===== config.mk =====
export PLATFORM = sky130hd
export DESIGN_NAME = fpu_host_if
export DESIGN_NICKNAME = d
export VERILOG_FILES = /design/src/rtl/pa_fpu.sv /design/src/rtl/fpu_host_if.sv
export SDC_FILE = /design/constraint.sdc
export NUM_CORES = 1
export LEC_CHECK = 0
export ABC_AREA = 1
export CORE_MARGIN = 5
export CORE_UTILIZATION = 40
export CTS_BUF_LIST = sky130_fd_sc_hd__clkbuf_4
export CTS_CLUSTER_SIZE = 8
export DETAILED_ROUTE_END_ITERATION = 10
export MAX_ROUTING_LAYER = met4
export PLACE_DENSITY = 0.66
export SYNTH_ARGS = -nofsm -noshare
export SYNTH_HDL_FRONTEND = slang
export SYNTH_SLANG_ARGS = --single-unit

===== constraint.sdc =====
create_clock -name clk -period 2.14 [get_ports clk]
set_clock_uncertainty 0.05 [all_clocks]
set_input_delay 0.321 -clock clk [delete_from_list [all_inputs] [get_ports clk]]
set_output_delay 0.321 -clock clk [all_outputs]
set_load 0.005 [all_outputs]

===== src/rtl/pa_fpu.sv =====
// rtl/pa_fpu.sv - shared FPU types, host register map and byte helpers
//
// Purpose: types and constants shared by the FPU and its CPU-side host
// interface (fpu_host_if).
// Contents:
//   e_fpu_operation  4-bit opcode; op_exp is the highest legal code
//   e_fpu_host_state host interface FSM state
//   FPU_REG_*        host register byte addresses
//   FPU_STAT_*       bit positions inside the STATUS register
//   fpu_get_byte / fpu_set_byte  byte lane access into a 32-bit word
package pa_fpu;

  typedef enum logic [3:0] {
    op_add  = 4'h0,
    op_sub  = 4'h1,
    op_mul  = 4'h2,
    op_div  = 4'h3,
    op_sqrt = 4'h4,
    op_neg  = 4'h5,
    op_abs  = 4'h6,
    op_f2i  = 4'h7,
    op_i2f  = 4'h8,
    op_exp  = 4'h9
  } e_fpu_operation;

  typedef enum logic [1:0] {
    st_idle  = 2'd0,
    st_issue = 2'd1,
    st_wait  = 2'd2,
    st_done  = 2'd3
  } e_fpu_host_state;

  localparam logic [3:0] FPU_REG_A0     = 4'h0;
  localparam logic [3:0] FPU_REG_B0     = 4'h4;
  localparam logic [3:0] FPU_REG_CMD    = 4'h8;
  localparam logic [3:0] FPU_REG_STATUS = 4'h9;
  localparam logic [3:0] FPU_REG_RES0   = 4'hC;
  localparam logic [3:0] FPU_REG_RES3   = 4'hF;

  localparam int FPU_STAT_BUSY     = 0;
  localparam int FPU_STAT_DONE     = 1;
  localparam int FPU_STAT_TIMEOUT  = 2;
  localparam int FPU_STAT_OVERRUN  = 3;
  localparam int FPU_STAT_ILLEGAL  = 4;

  function automatic logic [7:0] fpu_get_byte(input logic [31:0] w, input logic [1:0] idx);
    case (idx)
      2'd0:    return w[7:0];
      2'd1:    return w[15:8];
      2'd2:    return w[23:16];
      default: return w[31:24];
    endcase
  endfunction

  function automatic logic [31:0] fpu_set_byte(input logic [31:0] w, input logic [1:0] idx,
                                               input logic [7:0] b);
    logic [31:0] r;
    r = w;
    case (idx)
      2'd0:    r[7:0]   = b;
      2'd1:    r[15:8]  = b;
      2'd2:    r[23:16] = b;
      default: r[31:24] = b;
    endcase
    return r;
  endfunction

endpackage


===== src/rtl/fpu_host_if.sv =====
// rtl/fpu_host_if.sv - 8-bit CPU bus to 32-bit FPU command bridge
//
// Purpose: the CPU loads operands A/B byte-wise, writes an opcode to CMD,
// this block pulses fpu_start, waits for fpu_done (or a timeout), latches
// the result and raises irq until the result MSB byte is read.
// Ports:
//   clk, arst          clock, asynchronous active-low reset
//   cs, wr, rd, addr   CPU bus strobes and 4-bit register address
//   data_in/data_out   CPU write data / combinational read data
//   irq                level, follows the done flag
//   fpu_start          one-cycle start pulse
//   fpu_operation      opcode, stable for the whole command
//   fpu_a, fpu_b       operands, stable while busy
//   fpu_done           one-cycle completion pulse, fpu_result valid with it
module fpu_host_if
  import pa_fpu::*;
#(
  parameter int TIMEOUT_CYCLES = 1024,
  parameter int TO_W           = 11
) (
  input  logic           clk,
  input  logic           arst,
  input  logic           cs,
  input  logic           wr,
  input  logic           rd,
  input  logic [3:0]     addr,
  input  logic [7:0]     data_in,
  output logic [7:0]     data_out,
  output logic           irq,
  output logic           fpu_start,
  output e_fpu_operation fpu_operation,
  output logic [31:0]    fpu_a,
  output logic [31:0]    fpu_b,
  input  logic           fpu_done,
  input  logic [31:0]    fpu_result
);

  localparam logic [TO_W-1:0] CNT_LAST = TO_W'(TIMEOUT_CYCLES - 1);

  e_fpu_host_state state_q, state_d;
  e_fpu_operation  op_q, op_d;
  logic [31:0]     a_q, a_d, b_q, b_d, res_q, res_d;
  logic            done_q, done_d, illegal_q, illegal_d;
  logic            overrun_q, overrun_d, timeout_q, timeout_d;
  logic [TO_W-1:0] cnt_q, cnt_d;

  logic       busy, wr_en, rd_en, wr_rw_reg, cmd_wr, cmd_ok;
  logic       status_rd, msb_rd;
  logic [7:0] status;

  assign busy      = (state_q == st_issue) || (state_q == st_wait);
  assign wr_en     = cs && wr;
  assign rd_en     = cs && rd;
  // A, B and CMD are the only writable locations (0x0-0x8).
  assign wr_rw_reg = wr_en && (!addr[3] || (addr == FPU_REG_CMD));
  assign cmd_wr    = wr_en && !busy && (addr == FPU_REG_CMD);
  assign cmd_ok    = cmd_wr && (data_in[3:0] <= op_exp);
  assign status_rd = rd_en && (addr == FPU_REG_STATUS);
  assign msb_rd    = rd_en && (addr == FPU_REG_RES3);

  always_comb begin
    status = 8'h00;
    status[FPU_STAT_BUSY]    = busy;
    status[FPU_STAT_DONE]    = done_q;
    status[FPU_STAT_TIMEOUT] = timeout_q;
    status[FPU_STAT_OVERRUN] = overrun_q;
    status[FPU_STAT_ILLEGAL] = illegal_q;
  end

  always_comb begin
    data_out = 8'h00;
    if (addr[3:2] == FPU_REG_A0[3:2])        data_out = fpu_get_byte(a_q, addr[1:0]);
    else if (addr[3:2] == FPU_REG_B0[3:2])   data_out = fpu_get_byte(b_q, addr[1:0]);
    else if (addr[3:2] == FPU_REG_RES0[3:2]) data_out = fpu_get_byte(res_q, addr[1:0]);
    else if (addr == FPU_REG_CMD)            data_out = {4'h0, op_q};
    else if (addr == FPU_REG_STATUS)         data_out = status;
  end

  always_comb begin
    state_d   = state_q;
    op_d      = op_q;
    a_d       = a_q;
    b_d       = b_q;
    res_d     = res_q;
    cnt_d     = cnt_q;
    // Clears are applied first so that a coinciding set below wins.
    done_d    = done_q && !msb_rd;
    illegal_d = illegal_q && !status_rd;
    overrun_d = overrun_q && !status_rd;
    timeout_d = timeout_q && !status_rd;

    if (wr_rw_reg && busy) overrun_d = 1'b1;
    if (wr_en && !busy && (addr[3:2] == FPU_REG_A0[3:2])) a_d = fpu_set_byte(a_q, addr[1:0], data_in);
    if (wr_en && !busy && (addr[3:2] == FPU_REG_B0[3:2])) b_d = fpu_set_byte(b_q, addr[1:0], data_in);

    case (state_q)
      st_idle, st_done: begin
        if (cmd_ok) begin
          op_d    = e_fpu_operation'(data_in[3:0]);
          done_d  = 1'b0;
          state_d = st_issue;
        end else if (cmd_wr) begin
          illegal_d = 1'b1;
        end
      end
      st_issue: begin
        cnt_d   = '0;
        state_d = st_wait;
      end
      st_wait: begin
        if (fpu_done) begin
          res_d   = fpu_result;
          done_d  = 1'b1;
          state_d = st_done;
        end else if (cnt_q == CNT_LAST) begin
          timeout_d = 1'b1;
          state_d   = st_idle;
        end else begin
          cnt_d = cnt_q + TO_W'(1);
        end
      end
      default: state_d = st_idle;
    endcase
  end

  always_ff @(posedge clk or negedge arst) begin
    if (!arst) begin
      state_q   <= st_idle;
      op_q      <= op_add;
      a_q       <= '0;
      b_q       <= '0;
      res_q     <= '0;
      cnt_q     <= '0;
      done_q    <= 1'b0;
      illegal_q <= 1'b0;
      overrun_q <= 1'b0;
      timeout_q <= 1'b0;
    end else begin
      state_q   <= state_d;
      op_q      <= op_d;
      a_q       <= a_d;
      b_q       <= b_d;
      res_q     <= res_d;
      cnt_q     <= cnt_d;
      done_q    <= done_d;
      illegal_q <= illegal_d;
      overrun_q <= overrun_d;
      timeout_q <= timeout_d;
    end
  end

  assign fpu_start     = (state_q == st_issue);
  assign fpu_operation = op_q;
  assign fpu_a         = a_q;
  assign fpu_b         = b_q;
  assign irq           = done_q;

endmodule

---- Yosys cells after proc, flatten, opt, wreduce, memory -nomap -nowiden ----
Cells that the tools add are included.
storage, ports and cells
  word-level logic and storage cells ...... 98
  register bits after elaboration ......... 117
  input port bits ......................... 50
operators by class
  reductions and logical operators ........ 39
  bitwise gates (word level) .............. 1
  mux-type cells .......................... 25
  equality and inequality tests ........... 15
  magnitude comparators ................... 1
  add/sub/neg operators ................... 1
operators by type and width
  kind                                                                      count
  8-bit one-hot mux with 3 select lines                                     3
  8-bit two-way mux                                                         3
  11-bit two-way mux                                                        2
  11-bit one-hot mux with 2 select lines                                    1
  2-bit AND reduction                                                       11
  1-bit logical AND                                                         15
  4-bit == test (second input constant)                                     3
  11-bit by 1-bit adder with 11-bit output (second input constant)          1
  11-bit by 10-bit == test with 1-bit output (second input constant)        1
  5-bit two-way mux                                                         2
  1-bit two-way mux                                                         9
  2-bit == test (second input constant)                                     4
  2-bit by 1-bit == test with 1-bit output (second input constant)          3
  2-bit zero test                                                           3
  2-bit two-way mux                                                         3
  2-bit inequality test (second input constant)                             3
  2-bit one-hot mux with 3 select lines                                     1
  4-bit <= comparator (second input constant)                               1
  1-bit zero test                                                           4
  3-bit by 2-bit inequality test with 1-bit output (second input constant)  1
  3-bit AND reduction                                                       1
  3-bit OR reduction                                                        1
  1-bit logical OR                                                          2
  1-bit one-hot mux with 2 select lines                                     1
  other kinds (3)                                                           3

---- Longest topological paths before layout ----
Gate-level depths: netlist (run 1).
  word-level depth ........................ 8
  mapped depth ............................ 9

---- Least setup slack after synthesis (run 1) ----
No wires, ideal clock.
  path kind ............................... reg2reg
  from .................................... register state_q[0]
  to ...................................... register a_q[13], in the netlist fpu_a[13]
  cell stages (with the launch flop) ...... 9
  path buffers ............................ 1
  clock period less this slack ............ 1583 ps
  arrival time ............................ 1408 ps
  data required time ...................... 1965 ps
  slack ................................... 557 ps
  cell sequence ........................... dfrtp_1 inv_1 ha_1 nand3_2 clkinv_2 nand3_4 buf_2 nand2_1 o21ai_1
between the ends
  cells in the longest elaborated chain, start to end .. 6
ends and longest elaborated chain
  element                                                                    line                source
  start: declaration                                                         fpu_host_if.sv:40   e_fpu_host_state state_q, state_d;
  start signal: assignment                                                   fpu_host_if.sv:128  state_q <= st_idle;
  start signal: assignment                                                   fpu_host_if.sv:139  state_q <= state_d;
  2-bit by 1-bit == test with 1-bit output or 2-bit == test (tied branches)  fpu_host_if.sv:51   assign busy = (state_q == st_issue) || (state_q == st_wait);
  1-bit logical OR (*)                                                       fpu_host_if.sv:51
  1-bit zero test (*)                                                        fpu_host_if.sv:93   if (wr_en && !busy && (addr[3:2] == FPU_REG_A0[3:2])) a_d = fpu_set_byte(a_q, addr[1:0], data_in);
  1-bit logical AND (*) (2 in a row)                                         fpu_host_if.sv:93
  2-bit AND reduction (no line) (*)                                          --
  end signal: assignment                                                     fpu_host_if.sv:130  a_q <= '0;
  end signal: assignment                                                     fpu_host_if.sv:141  a_q <= a_d;
  end: declaration                                                           fpu_host_if.sv:42   logic [31:0] a_q, a_d, b_q, b_d, res_q, res_d;
Every way passes the cells marked *; elsewhere a longest branch is shown, timed or not.
A chain may end at the register's enable or synchronous reset.

---- Worst setup path after layout (run 1) ----
  from .................................... input port addr[2]
  to ...................................... output port data_out[2]
between the ends
  cells in the longest elaborated chain, start to end .. 6
ends and longest elaborated chain
  element                line               source
  start: declaration     fpu_host_if.sv:26  input logic [3:0] addr,
  4-bit == test          fpu_host_if.sv:76  else if (addr == FPU_REG_STATUS) data_out = status;
  5-bit two-way mux      fpu_host_if.sv:76
  5-bit two-way mux      fpu_host_if.sv:75  else if (addr == FPU_REG_CMD) data_out = {4'h0, op_q};
  8-bit two-way mux      fpu_host_if.sv:74  else if (addr[3:2] == FPU_REG_RES0[3:2]) data_out = fpu_get_byte(res_q, addr[1:0]);
  8-bit two-way mux      fpu_host_if.sv:73  else if (addr[3:2] == FPU_REG_B0[3:2]) data_out = fpu_get_byte(b_q, addr[1:0]);
  8-bit two-way mux (*)  fpu_host_if.sv:72  if (addr[3:2] == FPU_REG_A0[3:2]) data_out = fpu_get_byte(a_q, addr[1:0]);
  end: declaration       fpu_host_if.sv:28  output logic [7:0] data_out,
Marked as above.

==> results of run 1 <==
sequential cells by signal, indices dropped and copies added, names as in the netlist:
signal and cells:
fpu_operation 4, state_q 2, illegal_q 1, fpu_b 32
cnt_q 11, res_q 32, fpu_a 32, timeout_q 1
overrun_q 1, irq 1
timing repair:
action | 4_1_cts | 5_1_grt
resized for setup | 43 | 11
pin swaps | 5 | 8
hold endpoints to repair | 40 | 0
setup endpoints to repair | 9 | 17
gates cloned | 2 | 0
hold buffers | 1 | 0
setup buffers | 13 | 6
path summary, 6_finish.rpt:
| check | slack [ps] | start | depth (start not counted) | end |
|---|---|---|---|---|
| setup / recovery | 50 | addr[2] | 11 | data_out[2] |
| hold / removal | 270 | fpu_result[24] | 3 | res_q[24]$_DFFE_PN0P_ |
| setup reg to reg | 290 | cnt_q[0]$_DFFE_PN0P_ | 6 | cnt_q[9]$_DFFE_PN0P_ |
| hold reg to reg | 440 | res_q[28]$_DFFE_PN0P_ | 2 | res_q[28]$_DFFE_PN0P_ |
| max in group asynchronous | 1110 | arst | 3 | res_q[13]$_DFFE_PN0P_ |
| min in group asynchronous | 280 | arst | 2 | fpu_a[26]$_DFFE_PN0P_ |
power by group:
group          switching, mW  internal, mW
clock network          0.878         0.456
logic                   1.28          1.57
registers              0.701          3.00
per-stage QoR:
stage          total power, mW  area (um^2)  hold WS (ps)  utilization (%)  setup TNS [ps]
4_1_cts                   7.91         7680           240             55.5            -271
3_5_place_dp              6.51         7220           320             52.2           -3740
3_3_place_gp              6.43         7220           307             52.2           -3660
2_1_floorplan             4.80         5610         -24.6                -               0
5_1_grt                   8.46         7740           232             56.0           -53.9
6_report                  7.89         7740           272             56.0               0
kinds of logic (layout without fill, tap and decap cells):
family / after synthesis / count (layout) / share of synthesized area, %
and+or+nand+nor: 415 / 415 / 32.3
adders and majority gates: 3 / 3 / 0.670
buffers and inverters: 62 / 246 / 5.45
other: 0 / 1 / 0
AOI/OAI and AO/OA: 98 / 98 / 8.86
xor gates and xnor gates: 3 / 3 / 0.469
DFF: 117 / 117 / 52.2
area by class of cell:
cell class                 instances  area (um^2)  area share, %
antenna                            1         2.50         0.0323
inverter                          34          131           1.70
tap                              180          225           2.91
clock buffer                      18          135           1.75
timing repair buffer             180         1800           23.3
clock inverter                    14         87.6           1.13
sequential                       117         2930           37.8
multi-input combinational        519         2430           31.4
critical path, cell delays in order:
cell	delay (ps)
sky130_fd_sc_hd__clkdlybuf4s50_1	480
sky130_fd_sc_hd__inv_1	70
sky130_fd_sc_hd__nand2_4	70
sky130_fd_sc_hd__inv_1	50
sky130_fd_sc_hd__nand2_2	80
sky130_fd_sc_hd__inv_1	70
sky130_fd_sc_hd__nand2_1	70
sky130_fd_sc_hd__nand2_1	70
sky130_fd_sc_hd__a21oi_2	120
sky130_fd_sc_hd__nand3_2	100
sky130_fd_sc_hd__clkdlybuf4s15_2	210
metal layers:
layer  track usage [%]  vias to the layer above  part of all wire (%)  routed length, um
met2              34.0                      202                    48               8200
met5                 -                        -                     0                  0
met4              6.18                        0                   1.6                272
met3              4.90                       21                   6.2               1060
met1              29.8                     2538                    45               7680
li1                  -                     2590                     -                  -
layout by cell type, fill, tap and decap left out, drive strengths merged:
cell	n
o31ai	1
clkdlybuf4s15	4
nand4	23
clkdlybuf4s50	114
dlymetal6s2s	1
a21o	1
buf	55
inv	35
nand3b	1
a21oi	5
o21ai	90
clkbuf	19
o22ai	1
dlygate4sd3	1
nor2	29
or2	2
clkinv	8
diode	1
nand3	30
dfrtp	117
xor2	3
dlygate4sd2	4
nand2	330
ha	3
clkinvlp	5
==> results.md, run 1 <==
Global route:
- The number of antenna violations at the first check in global routing is 1.
- The number of global-route vias before repair is 5445.
- For this run, the total global-route usage over all layers was measured as 22.2%.
- The aggregate global routing overflow is 0.
- The pin count of the biggest net entering global routing is 44.
- The wire length of the first global-routing pass is 27700 um.

Finish:
- The number of standard cells in the layout, taps in and fillers out is 1063.
- The net count of the finished layout is 922.
- The final-layout fill cell count is 1267.
- The fraction of final layout cells sized beyond drive strength 1 is 14.6%.
- The growth of design area from synthesis to finish is 38.1%.

Timing:
- The normalized max-slew margin is 60.1%.
- Timing would allow up to 478 MHz.
- Across all setup checks in the final design, the least slack found is 49.7 ps.
- The slew of the pin with the lowest slew margin is 598 ps.
- The post-route clock period utilization is 97.7%.
- The shortest clock period the worst path allows after layout is 2090 ps.
- The max-slew violation total from the final report came to 0.
- The number of setup violations in the final report is 0.
- The number of hold-slack violations in the final timing report was 0.
- Setup repair after global routing could not meet its margin everywhere.

CTS:
- The clock slew seen by the registers of the worst setup and hold paths is 110 ps.
- The clock drives 117 sinks.
- CTS placed an instance of sky130_fd_sc_hd__clkbuf_4 at the clock tree root.
- The clock buffer count from CTS is 17.
- The clock latency at the later pin of the worst-skew pair is 530 ps.
- TritonCTS built the clock tree.
- CTS built an H-tree with a depth of 4.
- The maximum buffer depth of the clock tree is 2.

Die:
- The region available for standard cell placement spans 13800 um^2.
- The number of placed I/O pins is 128.
- The die covers 16500 um^2.
- The die is 128 um tall.
- The initial utilization of the core area, before any placement, comes to 40.5%.
- The width of the die is 128 um.
- After floorplanning, the core was divided into 43 placement rows.

Detailed routing:
- The via count normalized by instance count is 5.03.
- Dividing the detail-routed wire length by the instance count gives 16.2 um.
- In this run the remaining antenna-violating nets after routing total 0.
- The number of remaining DRC errors is 0.
- The first detailed-routing pass ran for 5 iterations.
- For this block, the via count after detailed routing is 5351.
- In this run, the number of DRC markers left after iteration 0 of detailed routing was 419.
- The total detailed-routing wirelength is 17200 um.

Placement:
- The cell count after placement is 1008.
- At the end of routability-driven placement, the weighted congestion stood at 0.944.
- Input and output buffers added on the ports amount to 127.
- The half-perimeter wire length after detailed placement is 12500 um.
- The worst setup slack before clock tree synthesis is -523 ps.

Logic synthesis:
- The most used flip-flop cell after synthesis is sky130_fd_sc_hd__dfrtp_1.
- After synthesis, the share of flip-flops with an asynchronous set or reset is 100%.
- The post-synthesis instance area is 5610 um^2.
- The commonest cells after synthesis are sky130_fd_sc_hd__nand2_1, sky130_fd_sc_hd__dfrtp_1, sky130_fd_sc_hd__o21ai_1.
- The number of nets handed over by synthesis was 751.
- The most area-hungry cell type in the Yosys netlist is sky130_fd_sc_hd__dfrtp_1.
- Counting flops and latches in the post-synthesis netlist gives 117.
- In the post-synthesis netlist, the cell with the most instances is sky130_fd_sc_hd__nand2_1.
- The number of enable-type register cells in the synthesized netlist is 0.
- The distinct cell type count of the synthesized netlist is 28.
- A synthesized cell averages 8.03 um^2.
- Counting every instance in the synthesized netlist gives 698.
- The share of the yosys chip area belonging to registers is 52.2%.
- After synthesis, the cell types taking the most area are sky130_fd_sc_hd__dfrtp_1, sky130_fd_sc_hd__nand2_1, sky130_fd_sc_hd__o21ai_1.
- During synthesis, Yosys emitted a total of 0 warnings.
- The area fraction of the dominant cell type after synthesis is 52.2%.

Setup path:
- The endpoint required time on the critical path is 1770 ps.
- The critical path is of the input pin to primary output type.
- The critical path capture point type is a primary output.
- Data on the critical path arrives at its endpoint at 1720 ps.
- The critical-path maximum fanout is 4.
- STA classifies the critical path startpoint as an input pin.

Run status:
- The run finished with clean final reports.

Pwr:
- VDD sags by at most 0.608 mV.
- For this design the static power due to leakage is 3.64 nW.
- The total power divided by cell area is 1020 nW/um^2.

Job:
- The number of maximum-capacitance constraint violations is 0.

Min path:
- The path class of the tightest hold or removal check is input pin to flop.
Note: power is estimated with default switching activity, not from simulation.
==> run 2: changes to the inputs <==
Settings changed: ABC_AREA 1 to not set, PLACE_DENSITY 0.66 to 0.68.
Clock period 2.14 ns to 1.86 ns, I/O delays scaled along.
==> results.md, run 2 <==
Run status:
- The flow ran to the end, but the final reports show violations.
- The checks that failed: negative setup slack.

Job:
- The number of maximum-capacitance constraint violations was 0 (unchanged).

Timing:
- The highest achievable clock rate is 422 MHz.
- The shortest clock period the worst path allows after layout is 2370 ps.
- The final worst slack is -510 ps (-560 ps).
- The post-route setup TNS was -9430 ps (-9430 ps).
- The number of hold-slack violations in the final timing report came to 0 (unchanged).
- Setup repair after global routing could not meet its margin everywhere.
- The slew of the pin with the lowest slew margin is 435 ps (-163 ps).
- The max-slew violation total from the final report is 0 (unchanged).
- The normalized max-slew margin is 70.9% (+11 points).
- The number of setup violations in the final report is 72 (+72).
- The worst-case hold slack came to 95.9 ps (-176 ps).
- Dividing the final minimum period by the clock period gives 127%.

Finish:
- The layout net count is 721 (-22%).
- The area growth from synthesis to layout is 56.0%.
- In the layout the commonest cells are sky130_fd_sc_hd__dfrtp_1, sky130_fd_sc_hd__buf_4, sky130_fd_sc_hd__mux2_4.
- The number of diodes is 0 (-1).
- The fraction of final layout cells sized beyond drive strength 1 is 51.8% (+37 points).

Logic synthesis:
- The most common cell in the synthesized netlist is sky130_fd_sc_hd__dfrtp_1.
- The average cell area after synthesis is 14.2 um^2 (+76%).
- The post-synthesis net count is 454 (-40%).
- The commonest cells after synthesis are sky130_fd_sc_hd__dfrtp_1, sky130_fd_sc_hd__mux2_2, sky130_fd_sc_hd__mux4_2.
- The gate count after technology mapping is 401 (-43%).
- The proportion of synthesized flip-flops having asynchronous set or reset is 100% (unchanged).
- The most used flip-flop cell after synthesis is sky130_fd_sc_hd__dfrtp_1.
- The post-synthesis instance area is 5680 um^2 (+1.4%).
- The area fraction of the dominant cell type after synthesis is 51.5% (-0.71 points).
- Yosys attributes the largest share of cell area to sky130_fd_sc_hd__dfrtp_1, sky130_fd_sc_hd__mux2_2, sky130_fd_sc_hd__mux4_2.
- The number of enable-type register cells in the synthesized netlist is 0 (unchanged).
- The register bit count reported by yosys is 117 (unchanged).
- The most area-hungry cell type in the Yosys netlist is sky130_fd_sc_hd__dfrtp_1.
- The distinct cell type count of the synthesized netlist came to 46 (+64%).
- The share of the yosys chip area belonging to registers came to 51.5% (-0.71 points).
- The number of warnings printed during yosys synthesis is 0 (unchanged).

Setup path:
- The worst reg-to-reg setup slack is -190 ps (-480 ps).
- STA classifies the critical path startpoint as a flop.
- The arrival time reported for the critical path endpoint came to 2040 ps (+320 ps).
- The critical-path maximum fanout is 2 (-2).
- The endpoint required time on the critical path is 1530 ps (-240 ps).
- In this run the critical register-to-register path is captured at fpu_b[2]$_DFFE_PN0P_.
- The critical path capture point type is a primary output.
- By startpoint and endpoint, the worst setup path is classified as flop to primary output.
- The worst-case reg-to-reg path depth is 7 (+1).
- In this run the critical register-to-register path is launched from state_q[1]$_DFFE_PN0P_.

Detailed routing:
- The via count normalized by instance count came to 5.23 (+3.9%).
- The number of detailed-routing iterations run before antenna repair is 4 (-1).
- The total via count after detailed routing is 4505 (-16%).
- The number of remaining DRC errors is 0 (unchanged).
- The number of DRC markers after the initial detailed-route iteration is 207 (-51%).
- The per-cell routed wire length is 20.5 um (+26%).
- The remaining antenna violation count is 0 (unchanged).
- The total detailed-routing wirelength is 17600 um (+2.3%).

CTS:
- The clock buffer count from CTS came to 17 (unchanged).
- The maximum buffer depth of the clock tree came to 2 (unchanged).
- The TritonCTS sink count is 117 (unchanged).
- TritonCTS built the clock tree.
- The clock latency at the later pin of the worst-skew pair was 530 ps (about the same).
- The clock slew seen by the registers of the worst setup and hold paths is 110 ps (about the same).
- The CTS H-tree depth is 4 (unchanged).
- The root buffer selected by CTS is sky130_fd_sc_hd__clkbuf_4.

Global route:
- The number of global-route vias before repair was 4978 (-8.6%).
- The wire length of the first global-routing pass is 27400 um (-1.1%).
- The aggregate global routing overflow was 0 (unchanged).
- The number of antenna violations at the first check in global routing is 0 (-1).
- The pin count of the biggest net entering global routing is 57 (+30%).
- The all-layer global routing usage is 22.5% (+0.36 points).

Die:
- The core region area is 13900 um^2 (+0.39%).
- The die outline area is 16700 um^2 (+1.3%).
- The vertical extent of the die was 129 um (+0.63%).
- The count of standard-cell rows is 43 (unchanged).
- The number of placed I/O pins is 128 (unchanged).
- The starting density of the core is 40.9% (+0.40 points).
- The width of the die is 129 um (+0.63%).

Placement:
- The count of port buffers added during placement came to 127 (unchanged).
- The half-perimeter wire length after detailed placement is 12700 um (+1.6%).
- The final RePlAce weighted congestion is 0.859 (-9.0%).

Min path:
- The path class of the tightest hold or removal check is input pin to asynchronous set/reset pin.

Pwr:
- The maximum vdd drop came to 0.733 mV (+20%).
- The total power divided by cell area is 1340 nW/um^2 (+32%).
- The leakage dissipation came to 4.35 nW (+19%).
==> run 2: final cells by class <==
class,count,area (um^2)
Clock buffer,17,128
Clock inverter,15,203
Multi-Input combinational cell,254,2930
Fill cell,1078,5020
Tap cell,180,225
Timing Repair Buffer,272,2430
Sequential cell,117,2930
Inverter,6,22.5
==> run 2: worst max path at each step <==
stage,start,end,slack [ps],cells past startpoint
after floorplan,state_q[1]$_DFFE_PN0P_,fpu_b[0]$_DFFE_PN0P_,-20,6
after global placement,addr[1],data_out[0],-670,7
after detailed placement,addr[1],data_out[0],-670,7
after CTS,res_q[30]$_DFFE_PN0P_,data_out[6],-580,4
after global routing,res_q[29]$_DFFE_PN0P_,data_out[5],-620,4
final,res_q[30]$_DFFE_PN0P_,data_out[6],-510,4
==> run 2: worst max-delay path, cell delays in order (launching register included) <==
cell and delay, ps:
sky130_fd_sc_hd__dfrtp_1 410, sky130_fd_sc_hd__mux4_2 500, sky130_fd_sc_hd__mux2_4 270, sky130_fd_sc_hd__a22o_1 200, sky130_fd_sc_hd__buf_2 130
==> run 2: cells by family (layout without fill, tap and decap cells) <==
group	count (synthesis)	in the layout	share of synthesized area [%]
compound gates	52	52	6.67
mux	130	130	31.2
flops	117	117	51.5
simple gates	69	69	6.74
fa+ha+maj	3	3	0.661
buf+inv	30	310	3.26
==> run 2: metrics by stage <==
stage / instance area, um^2 / util, % / worst slack (ps) / power (mW) / std cells
finish: 8860 / 63.9 / -510 / 11.9 / 861
global route: 8860 / 63.9 / -618 / 12.6 / 861
CTS: 8700 / 62.7 / -577 / 11.7 / 853
detailed placement: 8040 / 57.9 / -669 / 9.41 / 801
global placement: 8040 / 57.9 / -666 / 9.28 / 801
floorplan: 5700 / - / -21.9 / 6.15 / 401
==> run 2: metal layers <==
layer	GRT usage, %	vias to the layer above	routed length [um]
li1	-	2045	-
met2	36.7	143	8930
met4	7.60	0	367
met5	-	-	0
met3	5.94	29	979
met1	27.3	2288	7340
==> run 2: where the power goes <==
group	internal, mW	total (mW)	switching (mW)
Sequential	3.53	4.14	0.616
Clock	1.07	2.11	1.03
Combinational	3.64	5.67	2.02
Total	8.24	11.9	3.67
==> run 2: repair_timing <==
action | 4_1_cts | 5_1_grt
endpoints found under the setup margin | 141 | 95
resized for setup | 177 | 43
pin swaps | 15 | 7
endpoints found under the hold margin | 117 | 0
setup buffers | 19 | 8
hold buffers | 1 | 0
==> run 3: changes to the inputs <==
Settings changed: ABC_CLOCK_PERIOD_IN_PS set to 1860, CTS_BUF_LIST sky130_fd_sc_hd__clkbuf_4 to not set.
==> results.md, run 3 (synthesis results as in run 2) <==
Setup path:
- In this run the critical register-to-register path is captured at fpu_b[0]$_DFFE_PN0P_.
- The critical-path maximum fanout came to 2 (unchanged).
- STA classifies the critical path endpoint as a primary output.
- The critical path starts at res_q[30]$_DFFE_PN0P_.
- In this run the worst setup path terminates at data_out[6].
- The worst-case reg-to-reg path depth is 6 (-1).
- The worst reg-to-reg setup slack is -110 ps (+80 ps).
- The endpoint required time on the critical path is 1530 ps (about the same).
- The arrival time reported for the critical path endpoint came to 1910 ps (-130 ps).
- The worst setup path is of the flop to primary output kind.
- The critical register-to-register path startpoint is state_q[1]$_DFFE_PN0P_.
- The kind of launch point of the worst setup path is a flop.

Global route:
- The wire length of the first global-routing pass is 27200 um (-0.88%).
- The pin count of the biggest net entering global routing is 57 (unchanged).
- The aggregate global routing overflow is 0 (unchanged).
- The all-layer global routing usage is 22.1% (-0.41 points).
- The number of global-route vias before repair is 4983 (+0.10%).
- The number of antenna violations at the first check in global routing is 0 (unchanged).

Die:
- The count of standard-cell rows is 43 (unchanged).
- The number of placed I/O pins is 128 (unchanged).
- The die outline area is 16700 um^2 (unchanged).
- The width of the die is 129 um (unchanged).
- The core region area is 13900 um^2 (unchanged).
- The starting density of the core came to 40.9% (unchanged).
- The vertical extent of the die was 129 um (unchanged).

Finish:
- The layout net count is 707 (-1.9%).
- The number of diodes is 0 (unchanged).
- From synthesis to final layout, the design area changed by 60.9%.
- The number of standard cells in the layout, taps in and fillers out came to 847 (-1.6%).
- The top cell types in the final layout, fill and taps aside, are sky130_fd_sc_hd__dfrtp_1, sky130_fd_sc_hd__clkdlybuf4s50_1, sky130_fd_sc_hd__buf_4.
- The leading cell type in the layout, fill and taps excluded is sky130_fd_sc_hd__dfrtp_1.
- The final-layout fill cell count is 1012 (-6.1%).
- The fraction of final layout cells sized beyond drive strength 1 is 50.4% (-1.5 points).

Pwr:
- The total power divided by cell area is 1470 nW/um^2 (+9.7%).
- The fraction of power spent switching nets is 28.1% (-2.7 points).
- The internal power summed over all cells came to 9.68 mW (+18%).
- The proportion of power drawn by flip-flops and latches is 31.0% (-3.8 points).
- The share of total power in the clock network is 26.0% (+8.3 points).
- The power spent charging and discharging nets is 3.79 mW (+3.3%).
- The maximum vdd drop came to 0.868 mV (+19%).
- The leakage dissipation is 4.17 nW (-4.2%).
- The proportion of power drawn by combinational gates is 43.0% (-4.6 points).

Timing:
- The number of setup violations in the final report was 40 (-44%).
- The highest achievable clock rate is 447 MHz (+5.8%).
- The shortest clock period the worst path allows after layout is 2240 ps (-131 ps).
- The post-route setup TNS is -3500 ps (+5920 ps).
- The max-slew violation total from the final report is 0 (unchanged).
- Setup repair after global routing could not meet its margin everywhere.
- The final worst slack is -379 ps (+131 ps).
- The normalized max-slew margin was 73.6% (+2.7 points).
- The post-route clock period utilization is 120% (-7.0 points).
- The slew of the pin with the lowest slew margin came to 394 ps (-40.7 ps).
- The number of hold-slack violations in the final timing report is 0 (unchanged).

Placement:
- The half-perimeter wire length after detailed placement is 12700 um (unchanged).
- The count of port buffers added during placement is 127 (unchanged).
- The cell count after placement is 801 (unchanged).
- The final RePlAce weighted congestion is 0.859 (unchanged).

CTS:
- CTS placed an instance of sky130_fd_sc_hd__clkbuf_16 at the clock tree root.
- The maximum buffer depth of the clock tree came to 2 (unchanged).
- The clock buffer count from CTS was 17 (unchanged).
- The CTS H-tree depth came to 4 (unchanged).
- TritonCTS built the clock tree.
- The clock slew seen by the registers of the worst setup and hold paths is 60 ps (-50 ps).
- The clock latency at the later pin of the worst-skew pair was 420 ps (-110 ps).
- The TritonCTS sink count came to 117 (unchanged).

Detailed routing:
- The number of remaining DRC errors is 0 (unchanged).
- The total detailed-routing wirelength is 17600 um (about the same).
- The via count normalized by instance count came to 5.29 (+1.1%).
- The number of DRC markers after the initial detailed-route iteration is 208 (+0.48%).
- The number of detailed-routing iterations run before antenna repair is 4 (unchanged).
- The per-cell routed wire length is 20.8 um (+1.6%).
- The total via count after detailed routing is 4481 (-0.53%).
- The remaining antenna violation count is 0 (unchanged).

Run status:
- The checks that failed: negative setup slack.
- The flow ran to the end, but the final reports show violations.

Min path:
- The worst min-delay path class is input pin to asynchronous set/reset pin.

Job:
- The number of maximum-capacitance constraint violations is 0 (unchanged).
-- run 3: cell types whose count changed in the layout (fill, tap and decap cells not counted), moves of 5 or more --
cell,change
sky130_fd_sc_hd__clkdlybuf4s50_1,+65
sky130_fd_sc_hd__clkbuf_4,-17
sky130_fd_sc_hd__clkbuf_16,+17
sky130_fd_sc_hd__buf_4,-9
sky130_fd_sc_hd__clkbuf_2,-5
sky130_fd_sc_hd__dlygate4sd2_1,-55
-- run 3: cell type report --
class	count	area, um^2	area share (%)
repair buffers	258	2400	26.3
flip-flops and latches	117	2930	32.0
inverters	6	22.5	0.246
multi-input cells	254	2930	32.0
clock buffers	18	439	4.80
well taps	180	225	2.46
clock inverters	14	199	2.18
-- run 3: power by group through the flow --
stage,Combinational (mW),Sequential (mW),Clock [mW]
4_1_cts,5.48,4.17,3.55
6_report,5.80,4.17,3.50
3_5_place_dp,5.21,4.20,0
2_1_floorplan,2.03,4.12,0
3_3_place_gp,5.10,4.17,0
5_1_grt,6.19,4.27,3.66
-- run 3: through the flow --
step	utilization [%]	hold slack [ps]	worst slack (ps)	instance area, um^2	total power [mW]
after CTS	64.2	223	-395	8900	13.2
after floorplan	-	-66.6	-21.9	5700	6.15
after global routing	65.9	251	-414	9140	14.1
after detailed placement	57.9	118	-669	8040	9.41
final	65.9	221	-379	9140	13.5
after global placement	57.9	114	-666	8040	9.28
-- run 3: worst max-delay path: stages (launching register included) --
cell and delay [ps]:
sky130_fd_sc_hd__dfrtp_1 390, sky130_fd_sc_hd__mux4_2 500, sky130_fd_sc_hd__mux2_4 270, sky130_fd_sc_hd__a22o_1 200
sky130_fd_sc_hd__buf_2 130
-- run 3: how the worst min path moves through the flow --
stage | endpoint | slack (ps)
finish | fpu_operation[1]$_DFFE_PN0P_ | 220
global route | fpu_operation[1]$_DFFE_PN0P_ | 250
CTS | cnt_q[6]$_DFFE_PN0P_ | 220
detailed placement | fpu_operation[3]$_DFFE_PN0P_ | 120
global placement | fpu_operation[2]$_DFFE_PN0P_ | 110
floorplan | cnt_q[0]$_DFFE_PN0P_ | -70
-- run 3: what timing repair did --
action | in CTS | in global routing
hold buffers | 1 | 0
buffers inserted | 8 | 5
setup endpoints to repair | 76 | 83
resized for setup | 85 | 51
endpoints found under the hold margin | 21 | 0
pin swaps | 14 | 11
-- run 3: layer usage --
layer | up-vias | global-route usage (%) | share of wire (%)
met2 | 154 | 35.7 | 51
met1 | 2287 | 27.6 | 41
met3 | 26 | 5.73 | 5.9
li1 | 2014 | - | -
met4 | 0 | 6.67 | 2.0
met5 | - | - | 0
